--- src/rtl/spy_probe.sv ---
// On-board debug viewer: debounced, auto-repeating pushbuttons step an address
// pointer and a slice selector over a probed vector; a freeze button snapshots it.
module spy_probe #(
    parameter int VEC_WIDTH       = 128,
    parameter int LED_WIDTH       = 4,
    parameter int ADDR_WIDTH      = 15,
    parameter int ADDR_MAX        = 2**ADDR_WIDTH - 1,
    parameter int DEBOUNCE_CYCLES = 1000000,
    parameter int REPEAT_DELAY    = 50000000,
    parameter int REPEAT_PERIOD   = 10000000,
    localparam int NUM_SLICES     = VEC_WIDTH / LED_WIDTH,
    localparam int SEL_WIDTH      = (NUM_SLICES > 1) ? $clog2(NUM_SLICES) : 1
) (
    input  logic                  clk,
    input  logic                  reset,
    input  logic [4:0]            buttons,
    input  logic [VEC_WIDTH-1:0]  input_vector,
    output logic [LED_WIDTH-1:0]  output_led,
    output logic                  out_clk,
    output logic [ADDR_WIDTH-1:0] mem_address,
    output logic [SEL_WIDTH-1:0]  sel,
    output logic                  frozen
);

    localparam int NUM_BTN  = 5;
    localparam int CNT_MAX0 = (DEBOUNCE_CYCLES > REPEAT_DELAY) ? DEBOUNCE_CYCLES : REPEAT_DELAY;
    localparam int CNT_MAX  = (CNT_MAX0 > REPEAT_PERIOD) ? CNT_MAX0 : REPEAT_PERIOD;
    localparam int CNT_W    = (CNT_MAX > 1) ? $clog2(CNT_MAX + 1) : 1;

    localparam logic [CNT_W-1:0]      DEB_LOAD  = CNT_W'(DEBOUNCE_CYCLES);
    localparam logic [CNT_W-1:0]      DLY_LOAD  = CNT_W'(REPEAT_DELAY);
    localparam logic [CNT_W-1:0]      PER_LOAD  = CNT_W'(REPEAT_PERIOD);
    localparam logic [CNT_W-1:0]      CNT_ONE   = CNT_W'(1);
    localparam logic [CNT_W-1:0]      CNT_ZERO  = CNT_W'(0);
    localparam logic [ADDR_WIDTH-1:0] ADDR_TOP  = ADDR_WIDTH'(ADDR_MAX);
    localparam logic [ADDR_WIDTH-1:0] ADDR_ZERO = ADDR_WIDTH'(0);
    localparam logic [ADDR_WIDTH-1:0] ADDR_ONE  = ADDR_WIDTH'(1);
    localparam logic [SEL_WIDTH-1:0]  SEL_TOP   = SEL_WIDTH'(NUM_SLICES - 1);
    localparam logic [SEL_WIDTH-1:0]  SEL_ZERO  = SEL_WIDTH'(0);
    localparam logic [SEL_WIDTH-1:0]  SEL_ONE   = SEL_WIDTH'(1);

    typedef enum logic [1:0] {
        ST_IDLE       = 2'd0,
        ST_PRESS_LOCK = 2'd1,
        ST_HELD       = 2'd2,
        ST_REL_LOCK   = 2'd3
    } btn_state_e;

    logic [NUM_BTN-1:0]    sync1_q, sync1_d;
    logic [NUM_BTN-1:0]    sync2_q, sync2_d;
    btn_state_e            state_q [NUM_BTN];
    btn_state_e            state_d [NUM_BTN];
    logic [CNT_W-1:0]      cnt_q   [NUM_BTN];
    logic [CNT_W-1:0]      cnt_d   [NUM_BTN];
    logic [NUM_BTN-1:0]    pulse_q, pulse_d;

    logic [ADDR_WIDTH-1:0] addr_q, addr_d;
    logic [SEL_WIDTH-1:0]  sel_q, sel_d;
    logic                  frozen_q, frozen_d;
    logic [VEC_WIDTH-1:0]  snap_q, snap_d;
    logic [LED_WIDTH-1:0]  led_q, led_d;
    logic [VEC_WIDTH-1:0]  view_s;

    logic addr_up_s, addr_dn_s, sel_dn_s, sel_up_s, freeze_s;

    // Two-stage synchroniser for the raw board buttons.
    always_comb begin
        sync1_d = buttons;
        sync2_d = sync1_q;
    end

    // Per-button press/lockout/repeat FSM; one shared counter serves lockout and repeat.
    always_comb begin
        for (int i = 0; i < NUM_BTN; i++) begin
            state_d[i] = state_q[i];
            cnt_d[i]   = cnt_q[i];
            pulse_d[i] = 1'b0;
            case (state_q[i])
                ST_IDLE: begin
                    if (sync2_q[i]) begin
                        pulse_d[i] = 1'b1;
                        cnt_d[i]   = DEB_LOAD;
                        state_d[i] = ST_PRESS_LOCK;
                    end else begin
                        cnt_d[i]   = CNT_ZERO;
                    end
                end
                ST_PRESS_LOCK: begin
                    if (cnt_q[i] == CNT_ZERO) begin
                        cnt_d[i]   = DLY_LOAD;
                        state_d[i] = ST_HELD;
                    end else begin
                        cnt_d[i]   = cnt_q[i] - CNT_ONE;
                    end
                end
                ST_HELD: begin
                    if (!sync2_q[i]) begin
                        cnt_d[i]   = DEB_LOAD;
                        state_d[i] = ST_REL_LOCK;
                    end else if (REPEAT_DELAY != 0) begin
                        // Fire on the cycle the count would reach zero, then reload.
                        if (cnt_q[i] <= CNT_ONE) begin
                            pulse_d[i] = 1'b1;
                            cnt_d[i]   = PER_LOAD;
                        end else begin
                            cnt_d[i]   = cnt_q[i] - CNT_ONE;
                        end
                    end else begin
                        cnt_d[i]   = cnt_q[i];
                    end
                end
                ST_REL_LOCK: begin
                    if (cnt_q[i] == CNT_ZERO) begin
                        state_d[i] = ST_IDLE;
                    end else begin
                        cnt_d[i]   = cnt_q[i] - CNT_ONE;
                    end
                end
                default: begin
                    state_d[i] = ST_IDLE;
                    cnt_d[i]   = CNT_ZERO;
                end
            endcase
        end
    end

    assign addr_up_s = pulse_q[0];
    assign addr_dn_s = pulse_q[1];
    assign sel_dn_s  = pulse_q[2];
    assign sel_up_s  = pulse_q[3];
    assign freeze_s  = pulse_q[4];

    // Address pointer with bounded wrap in both directions.
    always_comb begin
        addr_d = addr_q;
        if (addr_up_s && !addr_dn_s) begin
            addr_d = (addr_q >= ADDR_TOP) ? ADDR_ZERO : addr_q + ADDR_ONE;
        end else if (addr_dn_s && !addr_up_s) begin
            addr_d = (addr_q == ADDR_ZERO || addr_q > ADDR_TOP) ? ADDR_TOP : addr_q - ADDR_ONE;
        end else begin
            addr_d = addr_q;
        end
    end

    // Slice selector; wraps so it never leaves the range of valid slices.
    always_comb begin
        sel_d = sel_q;
        if (sel_up_s && !sel_dn_s) begin
            sel_d = (sel_q >= SEL_TOP) ? SEL_ZERO : sel_q + SEL_ONE;
        end else if (sel_dn_s && !sel_up_s) begin
            sel_d = (sel_q == SEL_ZERO || sel_q > SEL_TOP) ? SEL_TOP : sel_q - SEL_ONE;
        end else begin
            sel_d = sel_q;
        end
    end

    // Freeze toggle; the snapshot is taken only when entering the frozen state.
    always_comb begin
        frozen_d = frozen_q;
        snap_d   = snap_q;
        if (freeze_s) begin
            frozen_d = ~frozen_q;
            if (!frozen_q) begin
                snap_d = input_vector;
            end else begin
                snap_d = snap_q;
            end
        end else begin
            frozen_d = frozen_q;
        end
    end

    // Display path: slice of either the live vector or the snapshot.
    always_comb begin
        view_s = frozen_q ? snap_q : input_vector;
        led_d  = view_s[LED_WIDTH*int'(sel_q) +: LED_WIDTH];
    end

    // State registers with synchronous active-high reset.
    always_ff @(posedge clk) begin
        if (reset) begin
            sync1_q  <= '0;
            sync2_q  <= '0;
            pulse_q  <= '0;
            for (int i = 0; i < NUM_BTN; i++) begin
                state_q[i] <= ST_IDLE;
                cnt_q[i]   <= CNT_ZERO;
            end
            addr_q   <= ADDR_ZERO;
            sel_q    <= SEL_ZERO;
            frozen_q <= 1'b0;
            snap_q   <= '0;
            led_q    <= '0;
        end else begin
            sync1_q  <= sync1_d;
            sync2_q  <= sync2_d;
            pulse_q  <= pulse_d;
            for (int i = 0; i < NUM_BTN; i++) begin
                state_q[i] <= state_d[i];
                cnt_q[i]   <= cnt_d[i];
            end
            addr_q   <= addr_d;
            sel_q    <= sel_d;
            frozen_q <= frozen_d;
            snap_q   <= snap_d;
            led_q    <= led_d;
        end
    end

    assign output_led  = led_q;
    assign mem_address = addr_q;
    assign sel         = sel_q;
    assign frozen      = frozen_q;
    assign out_clk     = clk;

endmodule

--- config.mk ---
export PLATFORM = sky130hd
export DESIGN_NAME = spy_probe
export DESIGN_NICKNAME = d
export VERILOG_FILES = /design/src/rtl/spy_probe.sv
export SDC_FILE = /design/constraint.sdc
export NUM_CORES = 1
export LEC_CHECK = 0
export CORE_MARGIN = 2
export CORE_UTILIZATION = 45
export DETAILED_ROUTE_END_ITERATION = 16
export GPL_ROUTABILITY_DRIVEN = 0
export PLACE_DENSITY = 0.76
export SLEW_MARGIN = 5
export SYNTH_ARGS = -nofsm -noshare
export SYNTH_HDL_FRONTEND = slang
export SYNTH_SLANG_ARGS = --single-unit
--- constraint.sdc ---
create_clock -name clk -period 4.7 [get_ports clk]
set_input_delay 1.175 -clock clk [delete_from_list [all_inputs] [get_ports clk]]
set_output_delay 1.175 -clock clk [all_outputs]
set_load 0.01 [all_outputs]
==> flow_metrics.py <==
metrics = {
    "run_status": {
        "outcome": "finished, final reports clean",
    },
    "floorplanning": {
        "row_count": 71,
        "top_level_ports": 161,
        "design.die.area_um2": 39600,
        "dieHeight_um": 199,
        "die_width_um": 199,
        "initial_utilization_pct": 45.5,
        "core_region_area_um2": 37600,
    },
    "yosys": {
        "ys.warnings.count": 0,
        "yosysSeqAreaShare_pct": 36.0,
        "postSynthRegisterBits": 308,
        "share_of_the_synthesized_area_in_the_top_cell_type_pct": 36.0,
        "proportion_of_register_bits_with_asynchronous_set_or_reset_after_synthesis_pct": 0,
        "post_synth_instance_area_um2": 17100,
        "synth-edff-count": 0,
        "post_synth_num_cell_types": 87,
        "synth.top_cells.by_area": "sky130_fd_sc_hd__dfxtp_1 36%, sky130_fd_sc_hd__nand2_1 8.9%, sky130_fd_sc_hd__mux4_2 8.7%",
        "synthFlopType": "sky130_fd_sc_hd__dfxtp_1",
        "synthesis.nets": 2250,
        "netlist.top_cell.by_area": "sky130_fd_sc_hd__dfxtp_1",
        "synth_commonest_cells": "405 x sky130_fd_sc_hd__nand2_1, 308 x sky130_fd_sc_hd__dfxtp_1, 239 x sky130_fd_sc_hd__a21oi_1, 109 x sky130_fd_sc_hd__nor2_1, 102 x sky130_fd_sc_hd__clkbuf_1",
        "post_synth.cell_area_avg_um2": 8.26,
        "postSynthCellCount": 2073,
        "post-synth-top-count-cell": "sky130_fd_sc_hd__nand2_1",
    },
    "setup_path": {
        "path_delay_family": "buffers and inverters",
        "path_buf_inv": 3,
        "timing.reg2reg.setup_slack_ps": 1710,
        "worst_setup_path_end_kind": "primary output",
        "crit_path_max_incr_delay_ps": 470,
        "crit_type": "clk -> out",
        "critical-path-slowest-cell": "sky130_fd_sc_hd__clkdlybuf4s50_1",
        "worst_ep_required_time_ps": 3520,
        "crit_path_start": "clk",
        "path_cells": "clkbuf_16 > clkbuf_16 > clkdlybuf4s50_1",
        "timing.reg2reg.worst_path_depth": 6,
        "critPathMostFrequentCell": "sky130_fd_sc_hd__clkbuf_16",
        "reg_to_reg_startpoint": "cnt_q[0][122]",
        "path_max_fanout": 2,
        "timing.rr.end": "cnt_q[0][125]",
        "critical_path.startpoint_type": "clock port",
        "path_depth": 3,
        "critPathArrivalTime_ps": 3070,
    },
    "place": {
        "dp.final_hpwl_um": 33000,
        "buffer_ports.inserted": 160,
        "placed_cells_incl_taps": 2633,
    },
    "hold_path": {
        "hold_path.startpoint": "sync1_q[1]",
        "min_path_cells": 1,
        "hold_path.class": "reg -> reg",
        "hold_path_end": "sync2_q[1]",
    },
    "global_routing": {
        "grt_util_all_layers_pct": 23.8,
        "grt_max_degree": 123,
        "wire_length_of_the_first_global_routing_pass_um": 77600,
        "first_global_vias": 15753,
        "antenna_violations_before_repair": 3,
        "gr-total-overflow": 0,
    },
    "timing": {
        "worst_pin_slew_ps": 1100,
        "grt_setup_unrepaired": "no",
        "timing.clock.skew_ps": 21.1,
        "report.final.slew_viol_count": 0,
        "report.final.setup_viol": 0,
        "final_hold_viol_count": 0,
        "totalNegativeSetupSlack_ps": 0,
        "worst_slew_margin_rel_pct": 26.1,
    },
    "layout": {
        "nNetsFinal": 2340,
        "fillerInstances": 3345,
        "final_layout_size_suffix_gt1_share_pct": 8.92,
        "layout.area.seq_um2": 6170,
        "area_growth_syn_to_layout_pct": 18.1,
        "area_of_combinational_cells_with_multiple_inputs_um2": 10200,
        "final_cell_count_no_fill": 2699,
    },
    "detailed_routing": {
        "wirelength_met1_um": 19800,
        "viasPerCell": 5.94,
        "initialDrtViolationCount": 1160,
        "routed_wl_um": 47700,
        "routedWlPerCell_um": 17.7,
        "wl_met2_um": 22700,
        "met3WireLength_um": 3950,
        "drc": 0,
        "dr.max_layer_used": "met5",
        "detail-route-antenna-nets": 0,
        "number_of_detailed_routing_iterations_run_before_antenna_repair": 5,
        "num_vias": 16027,
    },
    "pwr": {
        "power.ir.vdd_worst_mv": 0.387,
        "power.switching_fraction_pct": 44.2,
        "power.share.combinational_pct": 56.3,
        "p_leak_uw": 0.00736,
        "power_frac_seq_pct": 24.0,
        "pwr-share-clk_pct": 19.7,
        "power_density_nw_per_um2": 718,
        "internal_power_uw": 8100,
        "netSwitchingPower_uw": 6410,
    },
    "flow_run": {
        "maxCapViolCount": 0,
    },
    "clock_network": {
        "cts_resized": 0,
        "clk_latency_ps": 640,
        "tritoncts_clock_tree": "yes",
        "cts.hold.buffers_added": 0,
        "clk_pin_slew_worst_paths_ps": 50,
        "postCtsSetupBuffers": 0,
    },
}
stage by stage:
stage	area (um2)	setup slack [ps]	power (uW)	hold slack, ps	utilization (%)
floorplan	17100	1060	9870	414	-
global placement	19000	726	11300	431	50.6
detailed placement	19000	726	11500	435	50.6
CTS	20200	448	14500	447	53.8
global route	20200	435	15600	458	53.8
finish	20200	455	14500	437	53.8
placed cells by master, fill, tap and decap left out, types with 54 or more instances in the layout:
cell / n
sky130_fd_sc_hd__a21oi_1: 239
sky130_fd_sc_hd__clkdlybuf4s50_1: 159
sky130_fd_sc_hd__dfxtp_1: 305
sky130_fd_sc_hd__inv_1: 61
sky130_fd_sc_hd__mux4_2: 66
sky130_fd_sc_hd__nand2_1: 405
sky130_fd_sc_hd__nand3_1: 54
sky130_fd_sc_hd__nor2_1: 109
sky130_fd_sc_hd__nor3_1: 74
sky130_fd_sc_hd__o21ai_0: 69
sequential cells by signal, indices dropped and copies added (netlist names):
name / cells
sync1_q: 5
snap_q: 128
cnt_q: 130
sync2_q: 5
sel: 5
state_q: 10
mem_address: 15
output_led: 4
frozen: 1
pulse_q: 5
power by group through the flow:
stage | logic, uW | registers, uW | clock network (uW)
floorplan | 6470 | 3380 | 17.5
global placement | 7800 | 3500 | 21.6
detailed placement | 7990 | 3530 | 21.6
CTS | 8070 | 3480 | 2900
global route | 9030 | 3550 | 3000
finish | 8170 | 3490 | 2850
worst max path at each step:
| stage | to | slack, ps |
|---|---|---|
| detailed placement | out_clk | 730 |
| global placement | out_clk | 730 |
| global route | out_clk | 430 |
| finish | out_clk | 450 |
| floorplan | out_clk | 1060 |
| CTS | out_clk | 450 |
layout make-up:
cell class	instances	share of cell area (%)
Antenna cell	1	0.0124
Clock buffer	60	5.79
Clock inverter	6	0.235
Inverter	62	1.15
Multi-Input combinational cell	1578	50.6
Sequential cell	308	30.5
Tap cell	511	3.16
Timing Repair Buffer	173	8.52
cells by family after synthesis:
kind of cell	share of synthesized area, %
AO/OA/AOI/OAI	17.2
XOR/XNOR	4.55
adder cells (fa/ha/maj)	3.07
buffers and inverters	4.31
flip-flops	36.0
multiplexers	9.82
AND/OR/NAND/NOR	25.0
layer usage:
layer,up-vias,global-route usage (%)
li1,7637,-
met1,7652,29.9
met2,622,39.7
met3,114,6.09
met4,2,8.35
met5,-,0
No activity file was read; power rests on OpenSTA's default activity.
